$ cat config.mk
export PLATFORM = sky130hd
export DESIGN_NAME = instruction_fetch_unit
export DESIGN_NICKNAME = d
export VERILOG_FILES = /design/src/rtl/rv32i_pkg.sv /design/src/rtl/ifu_fifo.sv /design/src/rtl/instruction_fetch_unit.sv
export SDC_FILE = /design/constraint.sdc
export NUM_CORES = 1
export LEC_CHECK = 0
export BUFFER_PORTS_ARGS = -buffer_cell sky130_fd_sc_hd__buf_2
export CORE_MARGIN = 2
export CORE_UTILIZATION = 50
export CTS_CLUSTER_DIAMETER = 50
export DETAILED_ROUTE_END_ITERATION = 10
export HOLD_SLACK_MARGIN = 0.06
export PLACE_DENSITY = 0.69
export SYNTH_ARGS = -nofsm -noshare
export SYNTH_HDL_FRONTEND = slang
export SYNTH_SLANG_ARGS = --single-unit
$ cat constraint.sdc
create_clock -name clk -period 7.58 [get_ports clk]
set_input_delay 1.895 -clock clk [delete_from_list [all_inputs] [get_ports clk]]
set_output_delay 1.895 -clock clk [all_outputs]
set_load 0.01 [all_outputs]
$ cat src/rtl/rv32i_pkg.sv
// Shared RV32I fetch-side definitions: IFU state encoding, NOP word, word size, queue entry.
// Latency: none (declarations only).
// Backpressure: none (declarations only).
package rv32i_pkg;

  localparam logic [31:0] RV32I_NOP  = 32'h0000_0013;
  localparam logic [31:0] WORD_BYTES = 32'd4;

  typedef enum logic [1:0] {
    IFU_RUN   = 2'd0,
    IFU_DRAIN = 2'd1,
    IFU_HALT  = 2'd2
  } ifu_state_t;

  // One prefetch-queue slot: instruction word, its byte address, misaligned-target marker.
  typedef struct packed {
    logic        fault;
    logic [31:0] pc;
    logic [31:0] inst;
  } ifq_entry_t;

  // Sequential fetch address; wraps modulo 2^32.
  function automatic logic [31:0] next_word_addr(input logic [31:0] addr);
    return addr + WORD_BYTES;
  endfunction

endpackage

$ cat src/rtl/ifu_fifo.sv
// Prefetch queue: power-of-two circular buffer with flush, count, full/empty.
// Latency: a push is visible at the head one cycle later.
// Backpressure: push ignored when full unless a pop happens the same cycle; flush wins over pop.
module ifu_fifo #(
  parameter int W     = 65,
  parameter int DEPTH = 4
) (
  input  logic                   clk,
  input  logic                   rst_n,
  input  logic                   i_push,
  input  logic [W-1:0]           i_push_dat,
  input  logic                   i_pop,
  input  logic                   i_flush,
  output logic                   o_full,
  output logic                   o_empty,
  output logic [$clog2(DEPTH):0] o_count,
  output logic [W-1:0]           o_head_dat
);

  localparam int AW = $clog2(DEPTH);

  logic [W-1:0]  r_mem [DEPTH];
  logic [AW-1:0] r_rd_ptr;
  logic [AW-1:0] r_wr_ptr;
  logic [AW:0]   r_count;
  logic          w_do_push;
  logic          w_do_pop;
  logic [AW-1:0] w_wr_idx;

  assign o_count    = r_count;
  assign o_empty    = (r_count == '0);
  assign o_full     = (r_count == (AW+1)'(DEPTH));
  assign o_head_dat = r_mem[r_rd_ptr];

  assign w_do_pop  = i_pop && !o_empty && !i_flush;
  assign w_do_push = i_push && (i_flush || !o_full || w_do_pop);
  // A push that coincides with a flush lands in slot 0 of the freshly emptied queue.
  assign w_wr_idx  = i_flush ? '0 : r_wr_ptr;

  // Storage write; contents need no reset because the count gates every read.
  always_ff @(posedge clk) begin
    if (w_do_push) r_mem[w_wr_idx] <= i_push_dat;
  end

  // Pointer and occupancy update; flush restarts at slot 0 and may keep the same-cycle push.
  always_ff @(posedge clk or negedge rst_n) begin
    if (!rst_n) begin
      r_rd_ptr <= '0;
      r_wr_ptr <= '0;
      r_count  <= '0;
    end else if (i_flush) begin
      r_rd_ptr <= '0;
      r_wr_ptr <= w_do_push ? AW'(1) : '0;
      r_count  <= w_do_push ? (AW+1)'(1) : '0;
    end else begin
      if (w_do_push) r_wr_ptr <= r_wr_ptr + AW'(1);
      if (w_do_pop)  r_rd_ptr <= r_rd_ptr + AW'(1);
      r_count <= r_count + (AW+1)'(w_do_push) - (AW+1)'(w_do_pop);
    end
  end

endmodule

$ cat src/rtl/instruction_fetch_unit.sv
// Instruction fetch: sequential word fetch into a prefetch queue, redirect flush with stale-response drain.
// Latency: request accepted in cycle N, response in N+1, word at decode in N+2.
// Backpressure: requests stop while outstanding + queued reaches QUEUE_DEPTH; build option IFU_MISALIGN_CHECK_EN.
module instruction_fetch_unit
  import rv32i_pkg::*;
#(
  parameter logic [31:0] RESET_PC    = 32'h0000_0000,
  parameter int          QUEUE_DEPTH = 4
) (
  input  logic        clk,
  input  logic        rst_n,
  output logic        imem_req_valid,
  input  logic        imem_req_ready,
  output logic [31:0] imem_addr,
  input  logic        imem_rsp_valid,
  input  logic [31:0] imem_rsp_data,
  input  logic        redirect_valid,
  input  logic [31:0] redirect_pc,
  output logic        dec_valid,
  input  logic        dec_ready,
  output logic [31:0] dec_inst,
  output logic [31:0] dec_pc,
  output logic        dec_fault
);

  localparam int          CW      = $clog2(QUEUE_DEPTH) + 1;
  localparam logic [CW:0] DEPTH_W = (CW+1)'(QUEUE_DEPTH);

  ifu_state_t    r_state, w_state_nxt;
  logic [31:0]   r_fetch_pc, w_fetch_pc_nxt;
  logic [31:0]   r_rsp_pc, w_rsp_pc_nxt;
  logic [CW-1:0] r_outstanding, w_outstanding_nxt;
  logic [CW-1:0] w_q_count;
  logic [CW:0]   w_in_flight;
  logic          w_unused_full;
  logic          w_q_empty;
  logic          w_req_fire;
  logic          w_rsp_take;
  logic          w_push;
  logic          w_pop;
  logic          w_misalign;
  logic [31:0]   w_redir_pc;
  ifq_entry_t    w_push_dat;
  ifq_entry_t    w_head;

`ifdef IFU_MISALIGN_CHECK_EN
  assign w_redir_pc = redirect_pc;
  assign w_misalign = (redirect_pc[1:0] != 2'b00);
`else
  // Targets are forced word-aligned, so a fault entry can never be created.
  assign w_redir_pc = redirect_pc & ~32'h3;
  assign w_misalign = 1'b0;
`endif

  assign imem_addr = r_fetch_pc;

  // Next-state, request and queue control; redirect overrides push, pop and PC advance.
  always_comb begin
    w_state_nxt       = r_state;
    w_fetch_pc_nxt    = r_fetch_pc;
    w_rsp_pc_nxt      = r_rsp_pc;
    w_push            = 1'b0;
    w_pop             = 1'b0;
    w_push_dat        = '{fault: 1'b0, pc: r_rsp_pc, inst: imem_rsp_data};
    w_in_flight       = {1'b0, r_outstanding} + {1'b0, w_q_count};
    imem_req_valid    = rst_n && (r_state == IFU_RUN) && (w_in_flight < DEPTH_W);
    w_req_fire        = imem_req_valid && imem_req_ready;
    // A response with nothing outstanding belongs to a request issued before reset.
    w_rsp_take        = imem_rsp_valid && (r_outstanding != '0);
    w_outstanding_nxt = r_outstanding + CW'(w_req_fire) - CW'(w_rsp_take);

    if (redirect_valid) begin
      w_fetch_pc_nxt = w_redir_pc;
      w_rsp_pc_nxt   = w_redir_pc;
      if (w_misalign) begin
        w_push      = 1'b1;
        w_push_dat  = '{fault: 1'b1, pc: w_redir_pc, inst: RV32I_NOP};
        w_state_nxt = IFU_HALT;
      end else if (w_outstanding_nxt != '0) begin
        w_state_nxt = IFU_DRAIN;
      end else begin
        w_state_nxt = IFU_RUN;
      end
    end else begin
      w_pop = !w_q_empty && dec_ready;
      if (w_req_fire) w_fetch_pc_nxt = next_word_addr(r_fetch_pc);
      case (r_state)
        IFU_RUN: begin
          // Outside DRAIN/HALT every outstanding request is live and in address order.
          if (w_rsp_take) begin
            w_push       = 1'b1;
            w_rsp_pc_nxt = next_word_addr(r_rsp_pc);
          end
        end
        IFU_DRAIN: if (w_outstanding_nxt == '0) w_state_nxt = IFU_RUN;
        IFU_HALT:  w_state_nxt = IFU_HALT;
        default:   w_state_nxt = IFU_RUN;
      endcase
    end
  end

  // State register, fetch PC, address of the next expected response, in-flight count.
  always_ff @(posedge clk or negedge rst_n) begin
    if (!rst_n) begin
      r_state       <= IFU_RUN;
      r_fetch_pc    <= RESET_PC;
      r_rsp_pc      <= RESET_PC;
      r_outstanding <= '0;
    end else begin
      r_state       <= w_state_nxt;
      r_fetch_pc    <= w_fetch_pc_nxt;
      r_rsp_pc      <= w_rsp_pc_nxt;
      r_outstanding <= w_outstanding_nxt;
    end
  end

  ifu_fifo #(
    .W     ($bits(ifq_entry_t)),
    .DEPTH (QUEUE_DEPTH)
  ) u_queue (
    .clk        (clk),
    .rst_n      (rst_n),
    .i_push     (w_push),
    .i_push_dat (w_push_dat),
    .i_pop      (w_pop),
    .i_flush    (redirect_valid),
    .o_full     (w_unused_full),
    .o_empty    (w_q_empty),
    .o_count    (w_q_count),
    .o_head_dat (w_head)
  );

  assign dec_valid = !w_q_empty;
  assign dec_inst  = w_q_empty ? '0 : w_head.inst;
  assign dec_pc    = w_q_empty ? '0 : w_head.pc;

`ifdef IFU_MISALIGN_CHECK_EN
  assign dec_fault = !w_q_empty && w_head.fault;
`else
  logic w_unused_fault;
  assign w_unused_fault = w_head.fault;
  assign dec_fault      = 1'b0;
`endif

endmodule

=== Word level (Yosys, flattened, before mapping) ===
Memory sizes are Yosys's and may differ from the RTL's.
Cells that the tools add are included.

* Add/subtract/negate cells: 9
* $lt $le $gt $ge: 1
* Equality and inequality tests: 5
* Mux-type cells: 25
* Reduce and logical (&&, ||, !) cells: 25

{| class="wikitable"
|+ Operators with widths
! operator !! number
|-
| 32-bit 2-to-1 mux || 7
|-
| 32-bit by 3-bit adder with 32-bit output, second input constant || 2
|-
| 2-bit 2-to-1 mux || 7
|-
| 2-bit nonzero test || 5
|-
| 1-bit 2-to-1 mux || 9
|-
| 1-bit logical AND || 8
|-
| 3-bit by 1-bit adder with 3-bit output || 2
|-
| 3-bit logical NOT || 2
|-
| 2-bit one-hot mux with 3 select lines || 1
|-
| 3-bit nonzero test || 2
|-
| 3-bit by 1-bit subtractor with 3-bit output || 2
|-
| 2-bit by 1-bit adder with 2-bit output, second input constant || 2
|-
| 3-bit by 3-bit adder with 4-bit output || 1
|-
| 4-bit by 3-bit less-than comparator with 1-bit output, second input constant || 1
|-
| 2-bit AND reduction || 2
|-
| 3-bit == test, second input constant || 1
|-
| 1-bit logical NOT || 3
|-
| 3-bit 2-to-1 mux || 1
|-
| 3-bit != test, second input constant || 1
|-
| 2-bit by 1-bit == test with 1-bit output, second input constant || 1
|-
| 2-bit == test, second input constant || 1
|-
| 2-bit logical NOT || 1
|-
| 1-bit logical OR || 2
|-
| 2-bit != test, second input constant || 1
|}

* Flip-flop bits (word level): 76
* Memory bits (writable): 256
* Output and inout bits: 99
* Word-level logic and storage cells: 73
* Memories kept: 1

{| class="wikitable"
|+ Memory list
! name !! words !! width !! rd ports !! clocked after memory_dff !! write ports !! line !! text
|-
| u_queue.r_mem || 4 || 64 || 1 || 0 || 1 || ifu_fifo.sv:22 || <nowiki>logic [W-1:0] r_mem [DEPTH];</nowiki>
|}

=== Logic depth before layout (Yosys ltp) ===
Gate-level depths: netlist of the first run.

* Word-level depth: 11
* Gate-level depth with buffers: 12
* Mapped depth without buffers: 11

=== Cells and area by module ===
From an unflattened synthesis of the first run, not the netlist that was laid out.

* Cell total of the unflattened synthesis: 831
* Area, all modules: 13969.6 µm²

{| class="wikitable"
|+ Modules (own cells, without submodules)
! module !! times used !! cells an instance !! area an instance (µm²) !! sequential area each (µm²)
|-
| ifu_fifo || 1 || 383 || 9779.4 || 7982.7
|-
| instruction_fetch_unit || 1 || 448 || 4190.3 || 1626.6
|}

=== Least setup slack after synthesis of the first run ===
Ideal clock, no wire load.

* Path kind: input port to flip-flop
* Start: input port imem_rsp_valid
* End: memory u_queue.r_mem[0][0] in the netlist's numbering, enable pin
* Library setup time: 572 ps
* Arrival time: 7060 ps
* Data required time: 7008 ps
* Setup slack: -52 ps
* Cell stages on the path: 3
* Buffers on the path: 0
* Cell sequence: o31ai_1 -> nor4_1 -> nor3b_1

* Longest elaborated chain between the ends: 7

{| class="wikitable"
|+ RTL lines
! what !! line !! text
|-
| from (decl) || instruction_fetch_unit.sv:15 || <nowiki>input logic imem_rsp_valid,</nowiki>
|-
| 1-bit logical AND || instruction_fetch_unit.sv:69 || <nowiki>w_rsp_take = imem_rsp_valid && (r_outstanding != '0);</nowiki>
|-
| 1-bit 2-to-1 mux || instruction_fetch_unit.sv:90 || <nowiki>if (w_rsp_take) begin</nowiki>
|-
| 1-bit 2-to-1 mux || instruction_fetch_unit.sv:87 || <nowiki>case (r_state)</nowiki>
|-
| 1-bit 2-to-1 mux || instruction_fetch_unit.sv:72 || <nowiki>if (redirect_valid) begin</nowiki>
|-
| 1-bit logical AND || ifu_fifo.sv:36 || <nowiki>assign w_do_push = i_push && (i_flush || !o_full || w_do_pop);</nowiki>
|-
| 1-bit 2-to-1 mux || ifu_fifo.sv:42 || <nowiki>if (w_do_push) r_mem[w_wr_idx] <= i_push_dat;</nowiki>
|-
| 1-bit 2-to-1 mux (implied by the code) || ifu_fifo.sv:42 ||
|-
| to (decl) || ifu_fifo.sv:22 ||
|}

No other way between the ends.

=== Final worst setup path of the first run ===
* Start: input port rst_n
* End: output port imem_req_valid

* Longest elaborated chain between the ends: 2

{| class="wikitable"
|+ RTL lines
! what !! line !! text
|-
| from (decl) || instruction_fetch_unit.sv:11 || <nowiki>input logic rst_n,</nowiki>
|-
| 1-bit logical AND (2 in series) || instruction_fetch_unit.sv:66 || <nowiki>imem_req_valid = rst_n && (r_state == IFU_RUN) && (w_in_flight < DEPTH_W);</nowiki>
|-
| to (decl) || instruction_fetch_unit.sv:12 || <nowiki>output logic imem_req_valid,</nowiki>
|}

No other way between the ends.

==> metrics.cfg, run 1 <==
[outcome]
status=finished clean

[min_path]
whs_endpoint=r_state[1]$_DFFE_PN0P_
holdCritStartpoint=r_state[0]$_DFFE_PN0P_
hold_depth=1
hp-class=reg -> reg

[sta]
fin_crit_ps=5460
fin_skew_ps=14.4
setup_slack_ps=2120
drv_slew=0
final-hold-violation-count=0
tns_ps=0
period_share_pct=72.1
fmax_mhz=183
slew-limit-headroom_pct=14.3
rsz0062_at_grt=no
setup_viol=0
tightestPinTransition_ps=1270

[synth]
ys_seq_area_share_pct=68.9
syn_inst=801
synthFlopType=edfxtp_1
ys_seq_elements=320
async_flop_share_pct=22.5
avgSynthCellArea_um2=16.8
synthesis.area_mm2=0.0134
yosysUniqueCellTypes=45
ys_warn_count=0
synth_enable_flop_cells=248

[power_and_ir_drop]
p_int_w=0.00358
swShare_pct=27.4
pwr-share-comb_pct=20.9
leakage_nw=5.73
switchingPower_w=0.00135
clkPwrFrac_pct=35.8
power_w=0.00493
p_seq_share_pct=43.3
peakVddDrop_mv=0.138
power.density_mw_per_mm2=311

[clocking]
clk_latency_ps=510
hold_buffers=0
cts-resized-gates=0
cts_tree=done
numCtsBuffers=37
path_clk_slew_ps=60
clock_sinks=320
htreeDepth=2
cts_setup_buffers=0
cts-root-buf=clkbuf_16
cts.path.max_buffers=3

[critical_path]
r2r_start=r_outstanding[2]$_DFF_PN0_
start_kind=input port
worstPathCellList=buf_2, buf_4, or4b_4, nor3_1, buf_2
critPathSlowestCell=or4b_4
cp_max_fo=34
endpoint_kind=output port
path_class=in -> out
crit_top_cell=buf_2
critPathRequiredTime_ps=5690
reg2reg_slack_ps=4210
critical-path-top-delay-family=simple AND/OR/NAND/NOR gates
critPathBufInv=3
r2r_cells=11
cpPeakStageDelay_ps=560
worstPathArrival_ps=3570
r2r-end=r_state[0]$_DFFE_PN0P_

[place]
dp_hpwl_um=17000
place_congestion=0.798
post-place-ws_ps=2100
port_buffers=161

[floorplanning]
io_pins=169
die_h_um=168
start_util_pct=51.3
num_rows=59
dieArea_mm2=0.0282
die_x_um=168
core_area_mm2=0.0262

[grt]
grt-ovfl-total=0
grt_pass1_vias=7576
grt_start_max_net_pins=66
antenna_found_initial=1
grt_use_total_pct=19.8
grt_pass1_wl_um=42900

[detailed_routing]
routed_wl_um=27400
vias=7530
drtAntennaViolNets=0
first_pass_iters=5
wl_per_cell_um=20.5
drt_iter0_markers=516
vias_per_cell=5.62
drc=0

[cells_and_area]
drive_above_1_share_pct=32.9
final_core_util_pct=60.5
antenna_cells=0
nets=1057
area_growth_pct=18.0

[flow_run]
drv_cap=0

[metrics by stage]
| stage | hold slack [ps] | area [µm²] | cells |
|---|---|---|---|
| 6_report | 488 | 15900 | 1339 |
| 5_1_grt | 526 | 15900 | 1339 |
| 4_1_cts | 477 | 15900 | 1339 |
| 2_1_floorplan | 446 | 13500 | 805 |
| 3_5_place_dp | 469 | 14600 | 1273 |
| 3_3_place_gp | 456 | 14600 | 1273 |
[sequential cells by signal (all words and copies together) (netlist names)]
register          count
r_rsp_pc             30
imem_addr            30
r_state               2
u_queue.r_mem       248
u_queue.o_count       3
r_outstanding         3
u_queue.r_rd_ptr      2
u_queue.r_wr_ptr      2
[power by group through the flow]
stage | combinational [W] | clock, W | sequential, W
after global routing | 0.00113 | 0.00188 | 0.00215
after floorplan | 0.000719 | 0 | 0.00210
after detailed placement | 0.00106 | 0 | 0.00217
after global placement | 0.00104 | 0 | 0.00217
final | 0.00103 | 0.00176 | 0.00213
after CTS | 0.00106 | 0.00181 | 0.00214
[Yosys cell counts (5+ instances only)]
| cell | count | share of area (%) |
|---|---|---|
| nand4_1 | 29 | 1.4 |
| nor4_1 | 15 | 0.70 |
| nand2_1 | 24 | 0.67 |
| nand3_1 | 19 | 0.71 |
| clkbuf_1 | 26 | 0.73 |
| xnor2_1 | 33 | 2.2 |
| nand2b_1 | 12 | 0.56 |
| ha_1 | 8 | 0.75 |
| and2_1 | 67 | 3.1 |
| buf_1 | 8 | 0.22 |
| buf_4 | 5 | 0.28 |
| mux2_2 | 27 | 2.3 |
| dfrtp_1 | 72 | 13 |
| mux4_2 | 62 | 10 |
| xor2_1 | 26 | 1.7 |
| nor2_1 | 22 | 0.61 |
| and3_1 | 12 | 0.56 |
| a21oi_1 | 13 | 0.48 |
| inv_1 | 11 | 0.31 |
| edfxtp_1 | 248 | 55 |
| a21boi_0 | 15 | 0.84 |
| nor3_1 | 8 | 0.30 |
| o31a_1 | 6 | 0.39 |
[cell usage in the layout, fill, tap and decap left out, types with 3 or more instances in the layout]
master      count
mux4_2         62
clkinv_2        3
clkbuf_1        4
xor2_1         26
nand3_1        19
inv_1          10
dfrtp_1        70
inv_6           3
xnor2_1        33
buf_4          12
and3_1         11
clkinv_1        7
nor3_1          8
o31a_1          6
bufinv_16       4
conb_1          5
and4_1          3
and2_1         67
nand4_1        29
edfxtp_1      248
mux2_2         27
clkbuf_16      39
a21oi_1        13
nor2_1         21
a21boi_0       15
buf_2         161
ha_1            8
mux2i_1         3
clkinvlp_4      3
nor4_1         15
nand2_1        24
nand2b_1       12
[layer usage]
layer  up-vias  global-route usage (%)  share of wire, %
met4         2                    5.56               1.8
met3        40                    3.34               6.2
li1       3437                       -                 -
met1      3811                    28.2                44
met5         -                       0             0.047
met2       240                    31.9                48
[worst max path at each step]
stage | start | endpoint | slack, ps | cells past startpoint
detailed placement | rst_n | imem_req_valid | 2100 | 5
CTS | rst_n | imem_req_valid | 2090 | 5
global placement | rst_n | imem_req_valid | 2120 | 5
finish | rst_n | imem_req_valid | 2120 | 5
global route | rst_n | imem_req_valid | 1960 | 5
floorplan | imem_rsp_valid | u_queue.r_mem[1][0]$_DFFE_PP_ | 1920 | 4
[cell families after synthesis]
logic type | count (synthesis) | synth area share [%]
AO/OA/AOI/OAI | 43 | 2.16
XOR/XNOR | 59 | 3.85
adder cells (fa/ha/maj) | 10 | 1.04
buffers and inverters | 51 | 1.57
flip-flops | 320 | 68.9
multiplexers | 92 | 12.9
other | 1 | 0.0279
AND/OR/NAND/NOR | 225 | 9.61
[final cells by class]
| class | instances | area (µm²) |
|---|---|---|
| clock buffers | 43 | 991 |
| clock inverters | 23 | 239 |
| fillers | 2006 | 10400 |
| inverters | 11 | 41.3 |
| multi-input cells | 434 | 4010 |
| flip-flops and latches | 320 | 9250 |
| well taps | 335 | 419 |
| repair buffers | 173 | 896 |
[worst reg2reg max path: stages (launching register included)]
cell and delay [ps]:
dfrtp_1 410, ha_1 310, or4b_4 580, nor3_1 420
nand2_1 230, ha_1 330, inv_1 40, ha_1 180
fa_1 380, xnor2_1 150, nor3_1 160, a21oi_1 60
Power figures use the tool's default switching activity.
==> run 2, diff against run 1 <==
--- a/config.mk
+++ b/config.mk
@@ -11,7 +11,7 @@
 export CTS_CLUSTER_DIAMETER = 50
 export DETAILED_ROUTE_END_ITERATION = 10
 export HOLD_SLACK_MARGIN = 0.06
-export PLACE_DENSITY = 0.69
+export PLACE_DENSITY = 0.72
 export SYNTH_ARGS = -nofsm -noshare
 export SYNTH_HDL_FRONTEND = slang
 export SYNTH_SLANG_ARGS = --single-unit
==> constraint.sdc (replaced) <==
create_clock -name clk -period 4.7 [get_ports clk]
set_input_delay 1.175 -clock clk [delete_from_list [all_inputs] [get_ports clk]]
set_output_delay 1.175 -clock clk [all_outputs]
set_load 0.01 [all_outputs]
==> run 2 against run 1 <==
Compared with the run above: clock power up 62%; largest power group unchanged; sequential share of layout area down 0.37 points; combinational power up 67%.
==> metrics.cfg, run 2 (synthesis gave the netlist of run 1 again) <==
[cells_and_area]
largest-register=u_queue.r_mem
drive_above_1_share_pct=33.3  ; +0.46 points
num-fill-cells=1981  ; -1.2%
fin_cells=1346  ; +0.52%
antenna_cells=0  ; unchanged
regArea_mm2=0.00925  ; unchanged
largest_reg_flops=248  ; unchanged
nets=1062  ; +0.47%
mostFrequentLayoutCells=248 x edfxtp_1, 161 x buf_2, 70 x dfrtp_1
multiInputGateArea_mm2=0.00401  ; unchanged
area_growth_pct=18.7
layout_commonest_cell=edfxtp_1

[floorplanning]
die_x_um=168  ; unchanged
dieArea_mm2=0.0282  ; unchanged
die_h_um=168  ; unchanged
start_util_pct=51.3  ; unchanged
io_pins=169  ; unchanged
core_area_mm2=0.0262  ; unchanged
num_rows=59  ; unchanged

[detailed_routing]
routed_wl_um=27800  ; +1.7%
vias=7589  ; +0.78%
vias_per_cell=5.64  ; +0.26%
drt_iter0_markers=648  ; +26%
drtAntennaViolNets=0  ; unchanged
first_pass_iters=5  ; unchanged
drc=0  ; unchanged
wl_per_cell_um=20.7  ; +1.2%

[sta]
setup_slack_ps=995  ; -1120 ps
tns_ps=0  ; unchanged
final-hold-violation-count=0  ; unchanged
setup_viol=0  ; unchanged
rsz0062_at_grt=no
fin_skew_ps=14.0  ; -0.363 ps
drv_slew=0  ; unchanged
fin_crit_ps=3700
tightestPinTransition_ps=969  ; -305 ps
slew-limit-headroom_pct=35.4  ; +21 points
period_share_pct=78.8
fmax_mhz=270

[critical_path]
critPathRequiredTime_ps=3520  ; -2170 ps
critical-path-top-delay-family=flip-flops
critPathBufInv=2  ; -1
worstPathArrival_ps=2530  ; -1040 ps
critical_path.startpoint=u_queue.r_rd_ptr[0]$_DFFE_PN0P_
r2r_cells=11  ; unchanged
path_class=reg -> out
crit_path_end=dec_pc[31]
r2r_start=r_outstanding[2]$_DFF_PN0_
r2r-end=r_state[0]$_DFFE_PN0P_
critPathSlowestCell=dfrtp_4
endpoint_kind=output port
start_kind=flip-flop
worstPathCellList=buf_4, mux4_2, and2_1, buf_2
cpPeakStageDelay_ps=770  ; +210 ps
reg2reg_slack_ps=1400  ; -2810 ps
cp_max_fo=23  ; -32%
worstSetupPathDepth=4  ; -1

[clocking]
cts-resized-gates=0  ; unchanged
clk_latency_ps=520  ; about the same
clock_sinks=320  ; unchanged
cts_setup_buffers=0  ; unchanged
path_clk_slew_ps=60  ; about the same
numCtsBuffers=37  ; unchanged
cts_tree=done
htreeDepth=2  ; unchanged
cts.path.max_buffers=3  ; unchanged
cts-root-buf=clkbuf_16
hold_buffers=0  ; unchanged

[grt]
grt-ovfl-total=0  ; unchanged
grt_use_total_pct=20.0  ; +0.20 points
grt_start_max_net_pins=73  ; +11%
grt_pass1_vias=7726  ; +2.0%
grt_pass1_wl_um=43300  ; +0.92%
antenna_found_initial=1  ; unchanged

[power_and_ir_drop]
leakage_nw=5.78  ; +0.84%
switchingPower_w=0.00220  ; +63%
peakVddDrop_mv=0.280  ; +100%
clkPwrFrac_pct=35.7  ; about the same
power.density_mw_per_mm2=500  ; +61%
p_seq_share_pct=42.8  ; -0.5 points
swShare_pct=27.6  ; +0.26 points
p_int_w=0.00577  ; +61%
pwr-share-comb_pct=21.5  ; +0.6 points

[place]
port_buffers=161  ; unchanged
dp_hpwl_um=17400  ; +2.6%
post-place-ws_ps=913  ; -1190 ps
placed_cells=1278  ; +0.39%
place_congestion=0.802  ; +0.49%

[outcome]
status=finished clean

[min_path]
hp-class=reg -> reg

[flow_run]
drv_cap=0  ; unchanged

[run 2: cell count changes in the layout (fill, tap and decap cells not counted), sizes merged]
| cell | delta |
|---|---|
| clkinv | -3 |
| buf | +5 |
| clkinvlp | -1 |
| clkbuf | +5 |
| bufinv | -1 |
| inv | +2 |
[run 2: power groups by stage]
stage	logic, W	registers [W]	clock network (W)
after floorplan	0.00116	0.00339	0
after global placement	0.00174	0.00347	0
after detailed placement	0.00176	0.00347	0
after CTS	0.00177	0.00342	0.00291
after global routing	0.00189	0.00344	0.00303
final	0.00172	0.00342	0.00285
[run 2: through the flow]
step                cell area [µm²]  utilization, %  power, W  hold WS [ps]
global route                  16000            60.9   0.00836           515
global placement              14700            56.2   0.00520           454
detailed placement            14700            56.2   0.00524           474
finish                        16000            60.9   0.00798           482
floorplan                     13500               -   0.00455           446
CTS                           16000            60.9   0.00809           477
[run 2: worst min path at each step]
stage / endpoint / slack [ps] / cells after the start / start
2_1_floorplan: r_state[1]$_DFFE_PN0P_ / 450 / 1 / r_state[0]$_DFFE_PN0P_
3_3_place_gp: r_state[1]$_DFFE_PN0P_ / 450 / 1 / r_state[0]$_DFFE_PN0P_
3_5_place_dp: r_state[1]$_DFFE_PN0P_ / 470 / 1 / r_state[0]$_DFFE_PN0P_
4_1_cts: r_state[1]$_DFFE_PN0P_ / 480 / 1 / r_state[0]$_DFFE_PN0P_
5_1_grt: r_state[1]$_DFFE_PN0P_ / 510 / 1 / r_state[0]$_DFFE_PN0P_
6_report: r_state[1]$_DFFE_PN0P_ / 480 / 1 / r_state[0]$_DFFE_PN0P_
[run 2: final cells by class]
type	instances	share of cell area [%]
multi-input combinational	434	25.1
sequential	320	58.0
clock inverter	20	1.32
clock buffer	48	6.39
tap	335	2.63
inverter	11	0.259
timing repair buffer	178	6.24
[run 2: routing by layer]
| layer | track usage [%] | up-vias | part of all wire [%] |
|---|---|---|---|
| li1 | - | 3452 | - |
| met1 | 28.2 | 3838 | 44 |
| met2 | 32.1 | 247 | 47 |
| met3 | 3.60 | 50 | 5.6 |
| met4 | 6.39 | 2 | 2.5 |
| met5 | 0 | - | 0.047 |
[run 2: worst reg2reg max path, delay by kind of cell, from the launching register on]
kind | cells | cell delay (ps)
and+or+nand+nor | 4 | 1330
adders and majority gates | 4 | 1180
buffers and inverters | 1 | 40
DFF | 1 | 400
AOI/OAI and AO/OA | 1 | 60
xor gates and xnor gates | 1 | 160
==> run 3, diff against run 2 <==
--- a/config.mk
+++ b/config.mk
@@ -5,6 +5,7 @@
 export SDC_FILE = /design/constraint.sdc
 export NUM_CORES = 1
 export LEC_CHECK = 0
+export ABC_AREA = 1
 export BUFFER_PORTS_ARGS = -buffer_cell sky130_fd_sc_hd__buf_2
 export CORE_MARGIN = 2
 export CORE_UTILIZATION = 50
==> constraint.sdc (replaced) <==
create_clock -name clk -period 3.35 [get_ports clk]
set_input_delay 0.8375 -clock clk [delete_from_list [all_inputs] [get_ports clk]]
set_output_delay 0.8375 -clock clk [all_outputs]
set_load 0.01 [all_outputs]
==> run 3 against run 2 <==
Compared with the run above: largest cell class unchanged; cell count up 52%; non-clock buffer count rose by 8; worst hold slack lost 56 ps; sequential power grew 45%; register-to-register slack got worse by 730 ps; clock power increased by 35%.
==> metrics.cfg, run 3 <==
[clocking]
numCtsBuffers=37  ; unchanged
cts.path.max_buffers=3  ; unchanged
cts_tree=done
clk_latency_ps=520  ; about the same
htreeDepth=2  ; unchanged
cts-root-buf=clkbuf_16
path_clk_slew_ps=60  ; about the same
hold_buffers=0  ; unchanged
clock_sinks=320  ; unchanged

[sta]
rsz0062_at_grt=no
setup_slack_ps=171  ; -824 ps
slew-limit-headroom_pct=54.6  ; +19 points
tightestPinTransition_ps=680  ; -289 ps
final-hold-violation-count=0  ; unchanged
drv_slew=0  ; unchanged
fin_skew_ps=15.8  ; +1.81 ps
tns_ps=0  ; unchanged
setup_viol=0  ; unchanged
period_share_pct=94.9
fin_crit_ps=3180
fmax_mhz=315

[detailed_routing]
vias=11000  ; +45%
drc=0  ; unchanged
wl_per_cell_um=17.0  ; -18%
drt_iter0_markers=900  ; +39%
vias_per_cell=5.38  ; -4.6%
routed_wl_um=34700  ; +24%
first_pass_iters=5  ; unchanged
drtAntennaViolNets=0  ; unchanged

[synth]
synth_common_cells=339 x nor2_1, 248 x edfxtp_1, 243 x nand2_1
yosysUniqueCellTypes=38  ; -16%
ys_seq_elements=320  ; unchanged
synth_enable_flop_cells=248  ; unchanged
synth_top_area_cell=edfxtp_1
netlist_top_cells_area=edfxtp_1 52%, dfrtp_1 12%, nor2_1 8.8%
ys_warn_count=0  ; unchanged
avgSynthCellArea_um2=9.80  ; -42%
synthesis.area_mm2=0.0145  ; +7.6%
synthFlopType=edfxtp_1
syn_inst=1476  ; +84%
synth_top_area_share_pct=51.5  ; -3.9 points
async_flop_share_pct=22.5  ; unchanged
yosysMostFrequentCell=nor2_1
ys_seq_area_share_pct=64.0  ; -4.9 points

[grt]
grt_start_max_net_pins=73  ; unchanged
grt_pass1_vias=10600  ; +37%
busiest_layer=met2
grt_pass1_wl_um=55000  ; +27%
antenna_found_initial=0  ; -1
met3_usage_pct=3.39  ; -0.21 points
grt_use_met1_pct=31.2  ; +3.0 points
grt_use_total_pct=22.9  ; +2.9 points
grt-ovfl-total=0  ; unchanged
grtUsageMet2_pct=38.2  ; +6.1 points

[critical_path]
worstPathCellList=inv_2, buf_4, nor2_1, o21ai_0, a21oi_1, buf_2
critPathRequiredTime_ps=2510  ; -1010 ps
start_kind=flip-flop
critPathBufInv=3  ; +1
cp_max_fo=27  ; +17%
path_class=reg -> out
cpPeakStageDelay_ps=610  ; -160 ps
endpoint_kind=output port
critPathSlowestCell=dfrtp_4
critical-path-top-delay-family=buffers and inverters
worstPathArrival_ps=2340  ; -190 ps

[floorplanning]
dieArea_mm2=0.0303  ; +7.4%
die_x_um=174  ; +3.7%
io_pins=169  ; unchanged
start_util_pct=50.5  ; -0.75 points
die_h_um=174  ; +3.7%
core_area_mm2=0.0286  ; +9.2%
num_rows=62  ; +5.1%

[power_and_ir_drop]
power.density_mw_per_mm2=698  ; +39%
power_w=0.0118  ; +48%
leakage_nw=6.85  ; +19%
peakVddDrop_mv=0.373  ; +33%

[place]
post-place-ws_ps=497  ; -416 ps
dpl-instance-area_mm2=0.0158  ; +7.3%
port_buffers=161  ; unchanged
place_congestion=0.897  ; +12%
dp_hpwl_um=21600  ; +24%

[min_path]
hp-class=in -> async

[cells_and_area]
antenna_cells=0  ; unchanged
largest-register=u_queue.r_mem
nets=1716  ; +62%
design_area_mm2=0.0170  ; +6.4%
layout_commonest_cell=nor2_1
drive_above_1_share_pct=16.6  ; -17 points
largest_reg_flops=248  ; unchanged
mostFrequentLayoutCells=337 x nor2_1, 248 x edfxtp_1, 242 x nand2_1
area_growth_pct=17.3

[outcome]
status=finished clean

[flow_run]
drv_cap=0  ; unchanged

-- run 3: cell types whose count changed after synthesis, sizes merged, moves of 27 or more --
cell	before	now
nor2	22	351
mux4	62	0
inv	11	92
o21ai	2	149
mux2	27	0
and2	67	1
nand2	24	250
nand3	19	82
a21oi	13	84
-- run 3: worst reg2reg max path: cells and delay by family, from the launching register on --
family	cells	cell delay (ps)
simple gates	4	470
xor+xnor	1	180
fa+ha+maj	4	1150
flops	1	420
compound gates	1	230
buf+inv	2	100
-- run 3: power by group --
group / switching, W / internal, W
logic: 0.00198 / 0.00103
clock network: 0.00158 / 0.00227
registers: 0.000371 / 0.00459
-- run 3: path summary, 6_finish.rpt --
path | start | endpoint | slack (ps) | depth (start not counted)
worst min register to register | r_state[0]$_DFFE_PN0P_ | r_state[1]$_DFFE_PN0P_ | 440 | 1
worst min-delay path | rst_n | imem_addr[16]$_DFFE_PN0N_ | 430 | 2
max in group asynchronous | rst_n | u_queue.r_rd_ptr[1]$_DFFE_PN0P_ | 2000 | 3
min in group clk | r_state[0]$_DFFE_PN0P_ | r_state[1]$_DFFE_PN0P_ | 440 | 1
worst max-delay path | u_queue.r_rd_ptr[1]$_DFFE_PN0P_ | dec_inst[4] | 170 | 6
worst max register to register | u_queue.o_count[2]$_DFF_PN0_ | r_state[0]$_DFFE_PN0P_ | 670 | 12
-- run 3: cells by family (layout without fill, tap and decap cells) --
| family | after synthesis | after routing | share of synthesized area [%] |
|---|---|---|---|
| other | 1 | 5 | 0.0259 |
| and+or+nand+nor | 714 | 714 | 20.3 |
| buffers and inverters | 161 | 339 | 4.59 |
| xor gates and xnor gates | 18 | 18 | 1.09 |
| DFF | 320 | 320 | 64.0 |
| AOI/OAI and AO/OA | 252 | 252 | 9.04 |
| adders and majority gates | 10 | 10 | 0.969 |
-- run 3: layout make-up --
class | instances | area (µm²)
fillers | 2404 | 11700
flip-flops and latches | 320 | 9260
clock inverters | 20 | 211
repair buffers | 186 | 1100
well taps | 384 | 480
multi-input cells | 999 | 4630
inverters | 92 | 345
clock buffers | 41 | 941
-- run 3: repair_timing --
| item | 4_1_cts | 5_1_grt |
|---|---|---|
| resized for setup | 0 | 1 |
| setup endpoints to repair | 0 | 16 |
| buffers inserted | 0 | 1 |
-- run 3: metal layers --
layer	routed length, µm	vias to the layer above	part of all wire (%)
li1	-	5290	-
met1	14700	5179	42
met2	16500	447	48
met3	2520	69	7.3
met4	872	0	2.5
met5	0	-	0
-- run 3: per-stage QoR --
stage	instances	utilization, %	hold slack, ps
2_1_floorplan	1480	-	422
3_3_place_gp	1980	55.2	440
3_5_place_dp	1980	55.2	447
4_1_cts	2041	59.2	445
5_1_grt	2042	59.3	473
6_report	2042	59.3	426
